$ cat config.mk
export PLATFORM = sky130hd
export DESIGN_NAME = condition_handler_flat
export DESIGN_NICKNAME = d
export VERILOG_FILES = /design/src/rtl/cond_pkg.sv /design/src/rtl/condition_handler_if.sv /design/src/rtl/cond_eval.sv /design/src/rtl/condition_handler.sv /design/src/flat_wrapper.sv
export SDC_FILE = /design/constraint.sdc
export NUM_CORES = 1
export LEC_CHECK = 0
export ABC_AREA = 1
export CAP_MARGIN = 20
export CORE_AREA = 2 2 43 45
export CTS_CLUSTER_DIAMETER = 100
export CTS_CLUSTER_SIZE = 12
export DETAILED_ROUTE_END_ITERATION = 7
export DIE_AREA = 0 0 45 47
export GPL_TIMING_DRIVEN = 1
export PLACE_DENSITY = 0.56
export SYNTH_ARGS = -nofsm -noshare
export SYNTH_HDL_FRONTEND = slang
export SYNTH_HIERARCHICAL = 1
export SYNTH_SLANG_ARGS = --single-unit
$ cat constraint.sdc
create_clock -name clk -period 1.7 [get_ports clk]
set_input_delay 0.34 -clock clk [delete_from_list [all_inputs] [get_ports clk]]
set_output_delay 0.34 -clock clk [all_outputs]
set_load 0.005 [all_outputs]
$ cat src/rtl/cond_pkg.sv
// Shared condition encodings and flag bit positions for the condition handler.
package cond_pkg;

  localparam logic [3:0] COND_EQ = 4'b0000;
  localparam logic [3:0] COND_NE = 4'b0001;
  localparam logic [3:0] COND_CS = 4'b0010;
  localparam logic [3:0] COND_CC = 4'b0011;
  localparam logic [3:0] COND_MI = 4'b0100;
  localparam logic [3:0] COND_PL = 4'b0101;
  localparam logic [3:0] COND_VS = 4'b0110;
  localparam logic [3:0] COND_VC = 4'b0111;
  localparam logic [3:0] COND_HI = 4'b1000;
  localparam logic [3:0] COND_LS = 4'b1001;
  localparam logic [3:0] COND_GE = 4'b1010;
  localparam logic [3:0] COND_LT = 4'b1011;
  localparam logic [3:0] COND_GT = 4'b1100;
  localparam logic [3:0] COND_LE = 4'b1101;
  localparam logic [3:0] COND_AL = 4'b1110;
  localparam logic [3:0] COND_NV = 4'b1111;

  localparam int FLAG_N = 3;
  localparam int FLAG_Z = 2;
  localparam int FLAG_C = 1;
  localparam int FLAG_V = 0;

endpackage

$ cat src/rtl/condition_handler_if.sv
// Pipeline-side signal bundle of the condition handler (ID/EX inputs, PC/flush controls out).
interface condition_handler_if;
  logic [3:0] cond;
  logic [3:0] alu_flags;
  logic       store_cc;
  logic       id_b;
  logic       id_bl;
  logic [3:0] cc;
  logic       cond_true;
  logic       branch;
  logic       branch_link;
  logic       stall;
  logic       nop_ex;

  modport master (
    output cond, alu_flags, store_cc, id_b, id_bl,
    input  cc, cond_true, branch, branch_link, stall, nop_ex
  );

  modport slave (
    input  cond, alu_flags, store_cc, id_b, id_bl,
    output cc, cond_true, branch, branch_link, stall, nop_ex
  );
endinterface

$ cat src/rtl/cond_eval.sv
// Combinational evaluation of a 4-bit condition code against {N,Z,C,V}.
module cond_eval
  import cond_pkg::*;
(
  input  logic [3:0] cond,
  input  logic [3:0] flags,
  output logic       cond_true
);

  logic n, z, c, v;

  assign n = flags[FLAG_N];
  assign z = flags[FLAG_Z];
  assign c = flags[FLAG_C];
  assign v = flags[FLAG_V];

  always_comb begin
    cond_true = 1'b0;
    case (cond)
      COND_EQ: cond_true = z;
      COND_NE: cond_true = !z;
      COND_CS: cond_true = c;
      COND_CC: cond_true = !c;
      COND_MI: cond_true = n;
      COND_PL: cond_true = !n;
      COND_VS: cond_true = v;
      COND_VC: cond_true = !v;
      COND_HI: cond_true = c & !z;
      COND_LS: cond_true = !c | z;
      COND_GE: cond_true = (n == v);
      COND_LT: cond_true = (n != v);
      COND_GT: cond_true = !z & (n == v);
      COND_LE: cond_true = z | (n != v);
      COND_AL: cond_true = 1'b1;
      default: cond_true = 1'b0;
    endcase
  end

endmodule

$ cat src/rtl/condition_handler.sv
// Flag register plus branch/stall/squash control for the ID stage.
// Build option CC_BYPASS_EN forwards EX-stage flags instead of stalling.
module condition_handler
  import cond_pkg::*;
#(
  parameter logic [3:0] RESET_FLAGS = 4'b0000
) (
  input  logic                  clk,
  input  logic                  reset_n,
  condition_handler_if.slave    bus
);

  logic [3:0] cc_q;
  logic [3:0] eff_flags;
  logic       cond_true;
  logic       stall;

  always_ff @(posedge clk or negedge reset_n) begin
    if (!reset_n) begin
      cc_q <= RESET_FLAGS;
    end else if (bus.store_cc) begin
      cc_q <= bus.alu_flags;
    end
  end

`ifdef CC_BYPASS_EN
  assign eff_flags = bus.store_cc ? bus.alu_flags : cc_q;
  assign stall     = 1'b0;
`else
  // AL never depends on flags, so it can proceed past a flag-setting EX instruction.
  assign eff_flags = cc_q;
  assign stall     = bus.store_cc & (bus.cond != COND_AL);
`endif

  cond_eval u_cond_eval (
    .cond      (bus.cond),
    .flags     (eff_flags),
    .cond_true (cond_true)
  );

  assign bus.cc          = cc_q;
  assign bus.cond_true   = cond_true;
  assign bus.stall       = stall;
  assign bus.branch      = bus.id_b  & cond_true & !stall;
  assign bus.branch_link = bus.id_bl & cond_true & !stall;
  assign bus.nop_ex      = !cond_true & !stall;

endmodule

$ cat src/flat_wrapper.sv
// flat-port wrapper written by rule: the top's interface ports become plain ports
module condition_handler_flat import cond_pkg::*;
#(
  parameter logic [3:0] RESET_FLAGS = 4'b0000
)
  (clk, reset_n, bus_cond, bus_alu_flags, bus_store_cc, bus_id_b, bus_id_bl, bus_cc, bus_cond_true, bus_branch, bus_branch_link, bus_stall, bus_nop_ex);
  condition_handler_if bus_i ();
  input  logic clk;
  input  logic reset_n;
  input wire logic [$bits(bus_i.cond)-1:0] bus_cond;
  input wire logic [$bits(bus_i.alu_flags)-1:0] bus_alu_flags;
  input wire logic [$bits(bus_i.store_cc)-1:0] bus_store_cc;
  input wire logic [$bits(bus_i.id_b)-1:0] bus_id_b;
  input wire logic [$bits(bus_i.id_bl)-1:0] bus_id_bl;
  output wire logic [$bits(bus_i.cc)-1:0] bus_cc;
  output wire logic [$bits(bus_i.cond_true)-1:0] bus_cond_true;
  output wire logic [$bits(bus_i.branch)-1:0] bus_branch;
  output wire logic [$bits(bus_i.branch_link)-1:0] bus_branch_link;
  output wire logic [$bits(bus_i.stall)-1:0] bus_stall;
  output wire logic [$bits(bus_i.nop_ex)-1:0] bus_nop_ex;
  assign bus_i.cond = bus_cond;
  assign bus_i.alu_flags = bus_alu_flags;
  assign bus_i.store_cc = bus_store_cc;
  assign bus_i.id_b = bus_id_b;
  assign bus_i.id_bl = bus_id_bl;
  assign bus_cc = bus_i.cc;
  assign bus_cond_true = bus_i.cond_true;
  assign bus_branch = bus_i.branch;
  assign bus_branch_link = bus_i.branch_link;
  assign bus_stall = bus_i.stall;
  assign bus_nop_ex = bus_i.nop_ex;
  condition_handler #(.RESET_FLAGS(RESET_FLAGS)) u_core (.clk(clk), .reset_n(reset_n), .bus(bus_i));
endmodule
==> flow_summary.ini <==
[critical_path]
worstPathRequired_ns = 1.36
path_max_fanout = 4
critPathMaxStageDelay_ns = 0.21
cp_slowest_cell = clkdlybuf4s15_2
worstSetupEndpointType = primary output
path_cells = clkdlybuf4s15_2 > buf_4 > a21oi_2 > nor2_1 > nand2_1 > nand2_2 > nor2_2 > nand2_2 > a21oi_2 > buf_2
path_class = in -> out
arrival_ns = 1.45
startpoint_type = input pin

[global_routing]
grt_pass1_wl_mm = 2.208
grt_usage_pct = 14.72
grt_pass1_vias = 566
grt_start_max_net_pins = 9
grt_overflow = 0
antenna_found_initial = 0

[timing]
fin_ws_ns = -0.08966
period_minus_slack_ns = 1.790
rsz0062_at_grt = yes
fmax_mhz = 558.8
tightest_slew_ns = 0.1834
fin_crit_sh_pct = 105.3
finalHoldViolCount = 0
slew-limit-headroom_pct = 87.73
fin_skew_ns = 0
maxSlewViolCount = 0
whs_ns = 0.3104
fin_tns_setup_ns = -0.2650
final-setup-viol-count = 4

[die]
num_rows = 15
dieArea_sq_um = 2115
io_pins = 22
start_util_pct = 27.88
die_h_um = 47
core_area_sq_um = 1652
die_width_um = 45

[routing]
via_per_inst = 4.630
first_iter_violations = 4
ant_nets = 0
drt_pass1_iterations = 4
drc = 0
wire_per_inst_um = 10.07
routed_wl_mm = 1.360
route.vias.total = 625

[clock_network]
cts_tree = done
cts_root_buf = clkbuf_4
h-tree-depth = 1
clk_latency_ns = 0.23
ctsLongestPathBuffers = 2
cts_made_buffers = 3
cts_sinks = 4
clk_pin_slew_ns = 0.04

[cells_and_area]
antenna_cells = 0
final_cells = 135
area.growth.synth_to_final_pct = 83.97
layout-drive-gt1-share_pct = 44.92
fin_nets = 133
largest_reg_flops = 4
n_fill_cell = 173
seq_area_sq_um = 105.1
multi_input_comb_area_sq_um = 351.6

[yosys]
ys_top_cells_by_area = nand2_1 24%, dfrtp_1 22%, nand3_1 11%
synthAdderAreaFrac_pct = 0
synthMuxAreaShare_pct = 0
synth_ff_type = dfrtp_1
synth.distinct_cells = 16
synth_area_leader_cell = nand2_1
synth_seq_area_share_pct = 21.74
yosys.area_share.simple_pct = 49.73
netlist_instances = 83
yosysWarnings = 6
synth_nets = 96
synth_top_family_by_area = simple AND/OR/NAND/NOR gates
syn_avg_cell_area_sq_um = 5.547
yosys.area.top_type_share_pct = 23.64
yosysMostFrequentCell = nand2_1
synth_compound_area_share_pct = 13.86
synthXorXnorAreaFrac_pct = 0
synthArstFlopShare_pct = 100.0
synthTopCellsByCount = 29 x nand2_1, 13 x inv_1, 10 x nand3_1
ys_seq_elements = 4
synth.cell_area_sq_um = 460.4
synth_edf_count = 0

[outcome]
outcome = finished with violations
violations = setup timing

[power_and_ir_drop]
total_power_uw = 433.2
power_density_nw_per_um2 = 511.4
vdd_drop_max_v = 0.0002988
leakage_uw = 0.0004333

[place]
pre_cts_ws_ns = -0.8984
routabilityCongestion = 0.8389
io_buffers = 21
placed_cells = 130
dp_hpwl_mm = 1.017

[hold_path]
hp-class = in -> async

[run]
max-cap-violations = 0
==> cell usage in the layout, fill, tap and decap left out, drive strengths merged <==
cell / instances
dlymetal6s2s: 1
a21boi: 1
clkdlybuf4s15: 4
o21ai: 4
clkbuf: 3
nand3b: 1
buf: 16
a21oi: 5
inv: 13
nand3: 10
nor3: 1
dfrtp: 4
dlygate4sd2: 1
clkdlybuf4s50: 11
clkinv: 2
nand2: 31
nor2: 10
==> layout make-up <==
cell class	count	share of cell area, %
clock buffers	3	2.659
inverters	15	6.647
multi-input cells	63	41.51
flip-flops and latches	4	12.41
well taps	17	2.511
repair buffers	33	34.27
==> metal layers <==
metal  routed length, um  global-route usage, %  up-vias
met5                   0                      0        -
met4                   0                  12.35        0
met3                  40                  2.692        0
met2                 747                  24.29       12
met1                 571                  16.51      282
li1                    -                      -      331
==> power by group <==
part	switching [uW]	total [uW]	leakage [uW]	internal [uW]
logic	93.9	199	0.000375	105
clock network	35.1	114	0.0000138	78.7
registers	14.0	120	0.0000441	106
==> worst max-delay path: cells and delay by family <==
kind | cells | cell delay, ns
AO/OA/AOI/OAI | 2 | 0.24
buffers and inverters | 3 | 0.49
AND/OR/NAND/NOR | 5 | 0.39
==> kinds of logic (layout without fill, tap and decap cells) <==
logic type | Yosys count | in the layout
AO/OA/AOI/OAI | 10 | 10
buffers and inverters | 16 | 51
flip-flops | 4 | 4
AND/OR/NAND/NOR | 53 | 53
==> worst paths after layout <==
| kind | start | to | slack [ns] | cells past startpoint |
|---|---|---|---|---|
| hold / removal | reset_n | u_core/bus.cc[2] | 0.31 | 1 |
| setup reg to reg | u_core/bus.cc[0] | u_core/bus.cc[0] | 0.81 | 4 |
| min in group clk | u_core/bus.cc[1] | u_core/bus.cc[1] | 0.59 | 2 |
| max in group asynchronous | reset_n | u_core/bus.cc[1] | 1.21 | 1 |
| setup / recovery | bus_cond[3] | bus_nop_ex | -0.09 | 10 |
| hold reg to reg | u_core/bus.cc[1] | u_core/bus.cc[1] | 0.59 | 2 |
==> timing repair <==
item / 4_1_cts / 5_1_grt
hold buffers: 0 / 0
gates resized for setup: 44 / 13
setup buffers: 2 / 0
pin swaps: 8 / 5
gates cloned: 0 / 0
endpoints found under the setup margin: 5 / 6
hold endpoints to repair: 0 / 0
==> through the flow <==
step           cell area, sq um  util [%]
3_3_place_gp              755.7     45.76
6_report                  847.1     51.29
2_1_floorplan             460.4         -
3_5_place_dp              755.7     45.76
4_1_cts                   813.3     49.24
5_1_grt                   847.1     51.29
No activity file was read; power rests on OpenSTA's default activity.
